### config.mk
export PLATFORM = sky130hd
export DESIGN_NAME = sram_fifo_fwft_adapter
export DESIGN_NICKNAME = d
export VERILOG_FILES = /design/src/rtl/sram_fifo_fwft_adapter.sv
export SDC_FILE = /design/constraint.sdc
export NUM_CORES = 1
export LEC_CHECK = 0
export BUFFER_PORTS_ARGS = -buffer_cell sky130_fd_sc_hd__buf_2
export CORE_UTILIZATION = 45
export DETAILED_ROUTE_END_ITERATION = 10
export GPL_TIMING_DRIVEN = 0
export HOLD_SLACK_MARGIN = 0.03
export PLACE_DENSITY_LB_ADDON = 0.15
export RECOVER_POWER = 50
export SLEW_MARGIN = 20
export SYNTH_ARGS = -nofsm -noshare
export SYNTH_HDL_FRONTEND = slang
export SYNTH_SLANG_ARGS = --single-unit
### constraint.sdc
create_clock -name clk_i -period 4.1 [get_ports clk_i]
set_input_delay 0.41 -clock clk_i [delete_from_list [all_inputs] [get_ports clk_i]]
set_output_delay 0.41 -clock clk_i [all_outputs]
set_load 0.005 [all_outputs]
### src/rtl/sram_fifo_fwft_adapter.sv
`default_nettype none
// ============================================================================
// Module      : sram_fifo_fwft_adapter
// Description : Hides the RD_LATENCY-cycle read latency of a BRAM FIFO.
//               Pops are issued against buffer credit, returned words are
//               captured into a small circular buffer, and the head word is
//               presented as a first-word-fall-through valid/ready stream.
//               Optional macro SRAM_FWFT_STALL_CNT_EN adds stall_cnt_o, a
//               saturating count of cycles with valid_o=1 and ready_i=0.
// Revision    : 1.0  initial release
// ============================================================================
module sram_fifo_fwft_adapter #(
    parameter int DATA_WIDTH = 32,
    parameter int RD_LATENCY = 1,
    parameter int BUF_DEPTH  = RD_LATENCY + 1
) (
    input  logic                           clk_i,
    input  logic                           rst_i,
    input  logic                           flush_i,
    input  logic                           fifo_empty_i,
    input  logic [DATA_WIDTH-1:0]          fifo_data_i,
    output logic                           fifo_pop_o,
    output logic                           valid_o,
    input  logic                           ready_i,
    output logic [DATA_WIDTH-1:0]          data_o,
    output logic [$clog2(BUF_DEPTH+1)-1:0] occupancy_o
`ifdef SRAM_FWFT_STALL_CNT_EN
    ,
    output logic [31:0]                    stall_cnt_o
`endif
);

    localparam int c_OCC_W = $clog2(BUF_DEPTH + 1);
    localparam int c_PTR_W = $clog2(BUF_DEPTH);
    localparam int c_SUM_W = c_OCC_W + 2;

    generate
        if (RD_LATENCY < 1 || RD_LATENCY > 2) begin : g_bad_latency
            $error("sram_fifo_fwft_adapter: RD_LATENCY must be 1 or 2");
        end
        if (BUF_DEPTH < RD_LATENCY + 1) begin : g_bad_depth
            $error("sram_fifo_fwft_adapter: BUF_DEPTH must be >= RD_LATENCY+1");
        end
    endgenerate

    logic [RD_LATENCY-1:0]   r_tag;
    logic [c_OCC_W-1:0]      r_occ;
    logic [c_PTR_W-1:0]      r_head;
    logic [c_PTR_W-1:0]      r_tail;
    logic [DATA_WIDTH-1:0]   r_mem [BUF_DEPTH];

    logic                    w_acc;
    logic                    w_cap;
    logic                    w_pop;
    logic [c_SUM_W-1:0]      w_inflight;
    logic [c_SUM_W-1:0]      w_pending;

    function automatic logic [c_PTR_W-1:0] f_next(input logic [c_PTR_W-1:0] p);
        return (p == c_PTR_W'(BUF_DEPTH - 1)) ? '0 : p + c_PTR_W'(1);
    endfunction

    // Count pops whose data has not yet returned from the FIFO.
    always_comb begin
        w_inflight = '0;
        for (int i = 0; i < RD_LATENCY; i++) begin
            w_inflight = w_inflight + c_SUM_W'(r_tag[i]);
        end
    end

    // Credit check: buffered + in-flight words after this edge must fit.
    always_comb begin
        w_acc     = valid_o && ready_i;
        w_cap     = r_tag[RD_LATENCY-1];
        w_pending = c_SUM_W'(r_occ) + w_inflight - c_SUM_W'(w_acc);
        w_pop     = !fifo_empty_i && !flush_i && !rst_i &&
                    (w_pending < c_SUM_W'(BUF_DEPTH));
    end

    // Tag pipe, pointers and occupancy; flush squashes everything in flight.
    always_ff @(posedge clk_i) begin
        if (rst_i || flush_i) begin
            r_tag  <= '0;
            r_occ  <= '0;
            r_head <= '0;
            r_tail <= '0;
        end else begin
            r_tag <= (r_tag << 1) | RD_LATENCY'(w_pop);
            if (w_cap) begin
                r_tail <= f_next(r_tail);
            end
            if (w_acc) begin
                r_head <= f_next(r_head);
            end
            case ({w_cap, w_acc})
                2'b10:   r_occ <= r_occ + c_OCC_W'(1);
                2'b01:   r_occ <= r_occ - c_OCC_W'(1);
                default: r_occ <= r_occ;
            endcase
        end
    end

    // Buffer storage; cleared on reset so data_o reads zero afterwards.
    always_ff @(posedge clk_i) begin
        if (rst_i) begin
            for (int i = 0; i < BUF_DEPTH; i++) begin
                r_mem[i] <= '0;
            end
        end else if (w_cap && !flush_i) begin
            r_mem[r_tail] <= fifo_data_i;
        end
    end

    assign fifo_pop_o  = w_pop;
    assign valid_o     = (r_occ != '0);
    assign data_o      = r_mem[r_head];
    assign occupancy_o = r_occ;

`ifdef SRAM_FWFT_STALL_CNT_EN
    logic [31:0] r_stall_cnt;

    // Saturating count of cycles the consumer holds off a valid word.
    always_ff @(posedge clk_i) begin
        if (rst_i || flush_i) begin
            r_stall_cnt <= '0;
        end else if (valid_o && !ready_i && (r_stall_cnt != '1)) begin
            r_stall_cnt <= r_stall_cnt + 32'd1;
        end
    end

    assign stall_cnt_o = r_stall_cnt;
`endif

endmodule
`default_nettype wire

# After elaboration in Yosys (flattened, before gate mapping)
# Memories as Yosys holds them, arrays and structs flattened. A register that Yosys moved wholly into a read port is not among the register bits.
# Cells that the tools add are included.
# totals
regBits	5
ram_bits	64
out_inout_bits	36
wordCells	39
mem_count	1
# op_classes
n_addsub	6
n_lt_le_gt_ge	1
n_eq_ne	2
n_mux	13
reduce_logical	12
# mem_list
memory	words	word_bits	rd	rd_ports_with_merged_regs	write_ports	line	rtl
r_mem	2	32	1	1	2	50	logic [DATA_WIDTH-1:0] r_mem [BUF_DEPTH];
# op_table
cell	n
32-bit two-way mux	1
32-bit OR reduction	1
1-bit two-way mux	11
1-bit logical AND	5
4-bit by 2-bit < comparator with 1-bit output, second input constant	1
2-bit one-hot mux with 2 select lines	1
2-bit nonzero test	2
3-bit by 1-bit subtractor with 4-bit output	1
2-bit by 1-bit adder with 3-bit output	1
1-bit logical NOT	3
1-bit adder, second input constant	2
2-bit by 1-bit adder with 2-bit output, second input constant	1
2-bit by 1-bit equality test with 1-bit output, second input constant	1
2-bit equality test, second input constant	1
2-bit by 1-bit subtractor with 2-bit output, second input constant	1
1-bit logical OR	1

# Longest topological paths before layout
# depth
word_depth	7
depth_mapped	6

# Worst setup path before layout
# OpenSTA, ideal clock, no wires.
# synth_path
path_kind	flip-flop to output port
startpoint	register r_occ[1], in the netlist occupancy_o[1]
endpoint	output fifo_pop_o
arrival_time_ps	2050
required_time_ps	3690
path_slack_ps	1640
path_stages_with_launch	7
path_cell_list	dfxtp_1 > o21a_1 > ha_1 > nor2b_1 > fa_1 > nor4_1 > o311a_1
# synth_between
elab_chain_len	5
word_cells_on_any_way	6
cone_classes	add/sub (2); order compare (1); reduce/logical (3)
# synth_lines
element	line	rtl
start: declaration	47	logic [c_OCC_W-1:0] r_occ;
start signal: assignment	95	2'b10: r_occ <= r_occ + c_OCC_W'(1);
start signal: assignment	96	2'b01: r_occ <= r_occ - c_OCC_W'(1);
start signal: assignment	97	default: r_occ <= r_occ;
2-bit nonzero test	114	assign valid_o = (r_occ != '0);
1-bit logical AND	72	w_acc = valid_o && ready_i;
named net w_acc	52	logic w_acc;
3-bit by 1-bit subtractor with 4-bit output	74	w_pending = c_SUM_W'(r_occ) + w_inflight - c_SUM_W'(w_acc);
4-bit by 2-bit < comparator with 1-bit output	76	(w_pending < c_SUM_W'(BUF_DEPTH));
1-bit logical AND	75	w_pop = !fifo_empty_i && !flush_i && !rst_i &&
end: declaration	22	output logic fifo_pop_o,
# The timed path passes the listed nets, and every way through them passes these cells.

# Final worst setup path
# Same ends and word-level chain as after synthesis.

==> impl_metrics.prom <==
# TYPE chip_impl_metric gauge
chip_impl_metric{name="post_route_drc",unit=""} 0
chip_impl_metric{name="routedWlPerCell",unit="µm"} 14.59
chip_impl_metric{name="netlist_instances",unit=""} 209
chip_impl_metric{name="gr-usage-all-layers",unit="%"} 16.19
chip_impl_info{name="violations",value="max-capacitance violations, max-slew violations"} 1
chip_impl_metric{name="power_per_cell_area",unit="nW/µm²"} 399.9
chip_impl_info{name="critPathKind",value="reg2out"} 1
chip_impl_metric{name="floorplan.die.width",unit="µm"} 85.36
chip_impl_metric{name="cts_made_buffers",unit=""} 9
chip_impl_metric{name="num-fill-cells",unit=""} 612
chip_impl_metric{name="antenna_violations_before_repair",unit=""} 0
chip_impl_metric{name="timing.final.hold_violations",unit=""} 0
chip_impl_info{name="tritoncts",value="done"} 1
chip_impl_metric{name="io_count",unit=""} 73
chip_impl_metric{name="hold-worst-slack",unit="ns"} 0.3448
chip_impl_metric{name="totalWireLength",unit="µm"} 5470
chip_impl_metric{name="ant_nets",unit=""} 0
chip_impl_metric{name="synth.yosys.seq_area_share",unit="%"} 65.31
chip_impl_metric{name="vdd.ir_drop.worst",unit="µV"} 223.5
chip_impl_metric{name="post_cts_resized",unit=""} 0
chip_impl_metric{name="finalCriticalPeriod",unit="ns"} 3.092
chip_impl_metric{name="timing.max_cap.violations",unit=""} 1
chip_impl_info{name="unrepaired_setup_endpoints_after_global_routing",value="false"} 1
chip_impl_metric{name="finalSetupTns",unit="ns"} 0
chip_impl_metric{name="detailedPlacementHpwl",unit="µm"} 3654
chip_impl_metric{name="die_y",unit="µm"} 85.36
chip_impl_metric{name="postLayoutCoreUtil",unit="%"} 55.70
chip_impl_info{name="synthDominantAreaCellType",value="sky130_fd_sc_hd__edfxtp_1"} 1
chip_impl_metric{name="timing.final.max_slew_violations",unit=""} 33
chip_impl_metric{name="postSynthAreaPerCell",unit="µm²"} 14.96
chip_impl_info{name="netlist_top_cells_area",value="sky130_fd_sc_hd__edfxtp_1 (61%), sky130_fd_sc_hd__and2_1 (13%), sky130_fd_sc_hd__mux2_2 (12%)"} 1
chip_impl_metric{name="mappedNetlistArea",unit="µm²"} 3127
chip_impl_metric{name="worst_skew_pair_latency",unit="ns"} 0.33
chip_impl_metric{name="final_worst_path_cycle_share",unit="%"} 75.42
chip_impl_metric{name="io_buffer_count",unit=""} 70
chip_impl_metric{name="synth-warning-count",unit=""} 0
chip_impl_metric{name="use_met1",unit="%"} 20.13
chip_impl_metric{name="grt_overflow",unit=""} 0
chip_impl_metric{name="die_area",unit="µm²"} 7285
chip_impl_metric{name="n_antenna_cell",unit=""} 0
chip_impl_metric{name="grt_pass1_vias",unit=""} 1801
chip_impl_metric{name="clkSinkCount",unit=""} 70
chip_impl_metric{name="clock_tree.buffer_depth",unit=""} 2
chip_impl_metric{name="worst_ep_required",unit="ns"} 3.69
chip_impl_info{name="hold_path_class",value="in2reg"} 1
chip_impl_metric{name="globalRouteMet2Util",unit="%"} 27.05
chip_impl_metric{name="worst_slew_pin_slew",unit="ns"} 2.394
chip_impl_metric{name="yosysUniqueCellTypes",unit=""} 23
chip_impl_metric{name="clkSlewWorstSetupHoldPaths",unit="ns"} 0.07
chip_impl_metric{name="pre_cts_ws",unit="ns"} 1.358
chip_impl_metric{name="final_net_count",unit=""} 331
chip_impl_metric{name="layout-drive-gt1-share",unit="%"} 41.02
chip_impl_info{name="root_buffer_selected_by_cts",value="sky130_fd_sc_hd__clkbuf_8"} 1
chip_impl_info{name="status",value="complete, but fails checks"} 1
chip_impl_metric{name="setup_viol",unit=""} 0
chip_impl_metric{name="flow.area_growth_from_synthesis",unit="%"} 20.37
chip_impl_metric{name="layout_setup_ws",unit="ns"} 1.008
chip_impl_metric{name="core.rowCount",unit=""} 30
chip_impl_metric{name="use_met3",unit="%"} 3.502
chip_impl_metric{name="drt_pass1_iterations",unit=""} 4
chip_impl_info{name="startpoint_type",value="flip-flop"} 1
chip_impl_metric{name="starting_density_of_the_core",unit="%"} 46.28
chip_impl_metric{name="slew_headroom",unit="%"} -59.59
chip_impl_metric{name="cts_hold_buffers",unit=""} 0
chip_impl_metric{name="max_clock_freq",unit="MHz"} 323.4
chip_impl_metric{name="via_count",unit=""} 1827
chip_impl_metric{name="grt_max_degree",unit=""} 33
chip_impl_metric{name="post_cts.repair.setup_buffers",unit=""} 0
chip_impl_metric{name="finClkSkew",unit="ns"} 0.004335
chip_impl_info{name="worstSetupEndpointType",value="primary output"} 1
chip_impl_metric{name="ys_seq_elements",unit=""} 70
chip_impl_metric{name="crit_fanout",unit=""} 8
chip_impl_metric{name="drt_first_iter_violations",unit=""} 28
chip_impl_metric{name="core-area",unit="µm²"} 6756
chip_impl_metric{name="wire_length_of_the_first_global_routing_pass",unit="µm"} 8728
chip_impl_metric{name="power.leakage",unit="µW"} 0.001514
chip_impl_info{name="grt.busiest_layer",value="met2"} 1
chip_impl_metric{name="worst-endpoint-arrival",unit="ns"} 2.68
chip_impl_metric{name="htree_num_levels",unit=""} 3
chip_impl_metric{name="globalplace.congestion",unit=""} 0.7305
chip_impl_metric{name="postSynthNetCount",unit=""} 250
chip_impl_metric{name="via_per_inst",unit=""} 4.872
chip_impl_metric{name="synth_top_area_share",unit="%"} 61.46
==> synthesized netlist by cell type <==
cell type and instances:
sky130_fd_sc_hd__o21a_1 1, sky130_fd_sc_hd__dfxtp_1 6, sky130_fd_sc_hd__nor2b_1 3, sky130_fd_sc_hd__inv_1 5
sky130_fd_sc_hd__nor3_1 2, sky130_fd_sc_hd__clkbuf_1 1, sky130_fd_sc_hd__fa_1 1, sky130_fd_sc_hd__nor4b_4 1
sky130_fd_sc_hd__ha_1 3, sky130_fd_sc_hd__xnor2_1 2, sky130_fd_sc_hd__xor2_1 1, sky130_fd_sc_hd__edfxtp_1 64
sky130_fd_sc_hd__nor4_1 2, sky130_fd_sc_hd__o311a_1 2, sky130_fd_sc_hd__mux2_1 2, sky130_fd_sc_hd__buf_2 5
sky130_fd_sc_hd__and4bb_1 1, sky130_fd_sc_hd__or2_2 3, sky130_fd_sc_hd__nor3b_1 1, sky130_fd_sc_hd__mux2_2 32
sky130_fd_sc_hd__and2_1 64, sky130_fd_sc_hd__a2111oi_0 1, sky130_fd_sc_hd__clkbuf_2 6
==> path summary, 6_finish.rpt <==
| check | startpoint | end | slack (ns) | depth (start not counted) |
|---|---|---|---|---|
| worst min-delay path | fifo_empty_i | r_tag$_SDFF_PP0_ | 0.34 | 3 |
| worst max-delay path | occupancy_o[1]$_SDFFE_PP0N_ | fifo_pop_o | 1.01 | 7 |
| worst min register to register | r_tail$_SDFFE_PP0P_ | r_tail$_SDFFE_PP0P_ | 0.56 | 2 |
| worst max register to register | r_tag$_SDFF_PP0_ | r_mem[1][15]$_SDFFCE_PN0P_ | 1.13 | 2 |
==> power breakdown <==
group | switching (µW) | internal, µW
Clock | 255 | 338
Combinational | 49.4 | 49.1
Sequential | 7.95 | 806
Total | 312 | 1190
==> metal layers <==
metal,vias up,wire length (µm)
li1,898,-
met1,878,2325
met2,39,2851
met3,12,180
met4,0,113
met5,-,0
==> area by class of cell <==
cell class | instances | area, µm² | area share, %
inverter | 5 | 18.77 | 0.4987
timing repair buffer | 70 | 346.6 | 9.209
buffer | 12 | 51.30 | 1.363
clock buffer | 9 | 123.9 | 3.291
sequential | 70 | 2042 | 54.26
tap | 80 | 100.1 | 2.660
multi-input combinational | 122 | 992.2 | 26.36
clock inverter | 7 | 88.84 | 2.360
==> layout by cell type, fill, tap and decap left out <==
cell type	count
sky130_fd_sc_hd__buf_2	72
sky130_fd_sc_hd__edfxtp_1	64
sky130_fd_sc_hd__and2_0	34
sky130_fd_sc_hd__mux2_2	32
sky130_fd_sc_hd__and2_1	30
sky130_fd_sc_hd__clkbuf_1	10
sky130_fd_sc_hd__clkbuf_8	9
sky130_fd_sc_hd__dfxtp_1	6
sky130_fd_sc_hd__inv_1	5
sky130_fd_sc_hd__nor2b_1	3
sky130_fd_sc_hd__ha_1	3
sky130_fd_sc_hd__mux2_1	2
sky130_fd_sc_hd__or2_2	2
sky130_fd_sc_hd__nor4_1	2
sky130_fd_sc_hd__o311a_1	2
sky130_fd_sc_hd__nor3_1	2
sky130_fd_sc_hd__xnor2_1	2
sky130_fd_sc_hd__bufinv_16	2
sky130_fd_sc_hd__clkinv_2	2
sky130_fd_sc_hd__clkinvlp_4	2
sky130_fd_sc_hd__o21a_1	1
sky130_fd_sc_hd__nor4b_1	1
sky130_fd_sc_hd__xor2_1	1
sky130_fd_sc_hd__and4bb_1	1
sky130_fd_sc_hd__or2_0	1
sky130_fd_sc_hd__nor3b_1	1
sky130_fd_sc_hd__a2111oi_0	1
sky130_fd_sc_hd__fa_1	1
sky130_fd_sc_hd__clkinv_1	1
==> critical path: stages (launching register included) <==
cell	delay, ns
sky130_fd_sc_hd__dfxtp_1	0.47
sky130_fd_sc_hd__o21a_1	0.26
sky130_fd_sc_hd__ha_1	0.28
sky130_fd_sc_hd__nor2b_1	0.30
sky130_fd_sc_hd__fa_1	0.48
sky130_fd_sc_hd__nor4_1	0.25
sky130_fd_sc_hd__o311a_1	0.21
sky130_fd_sc_hd__buf_2	0.10
==> registers in the layout, indices dropped and copies added, names as in the netlist, named ones only <==
name         count
r_mem           64
occupancy_o      2
r_tag            1
r_head           1
r_tail           1
==> metrics by stage <==
step	std cells	power [µW]	instance area [µm²]
final	375	1505	3764
after global routing	375	1566	3764
after CTS	375	1520	3790
after detailed placement	359	931.4	3577
after global placement	359	929.1	3577
after floorplan	209	880.2	3127
==> kinds of logic (layout without fill, tap and decap cells) <==
kind of cell	Yosys count	count (layout)	share of synthesized area, %
XOR/XNOR	3	3	0.8405
AO/OA/AOI/OAI	4	4	1.161
flip-flops	70	70	65.31
buffers and inverters	17	103	2.481
multiplexers	34	34	12.24
adder cells (fa/ha/maj)	4	4	1.841
AND/OR/NAND/NOR	77	77	16.13
No activity file was read; power rests on OpenSTA's default activity.
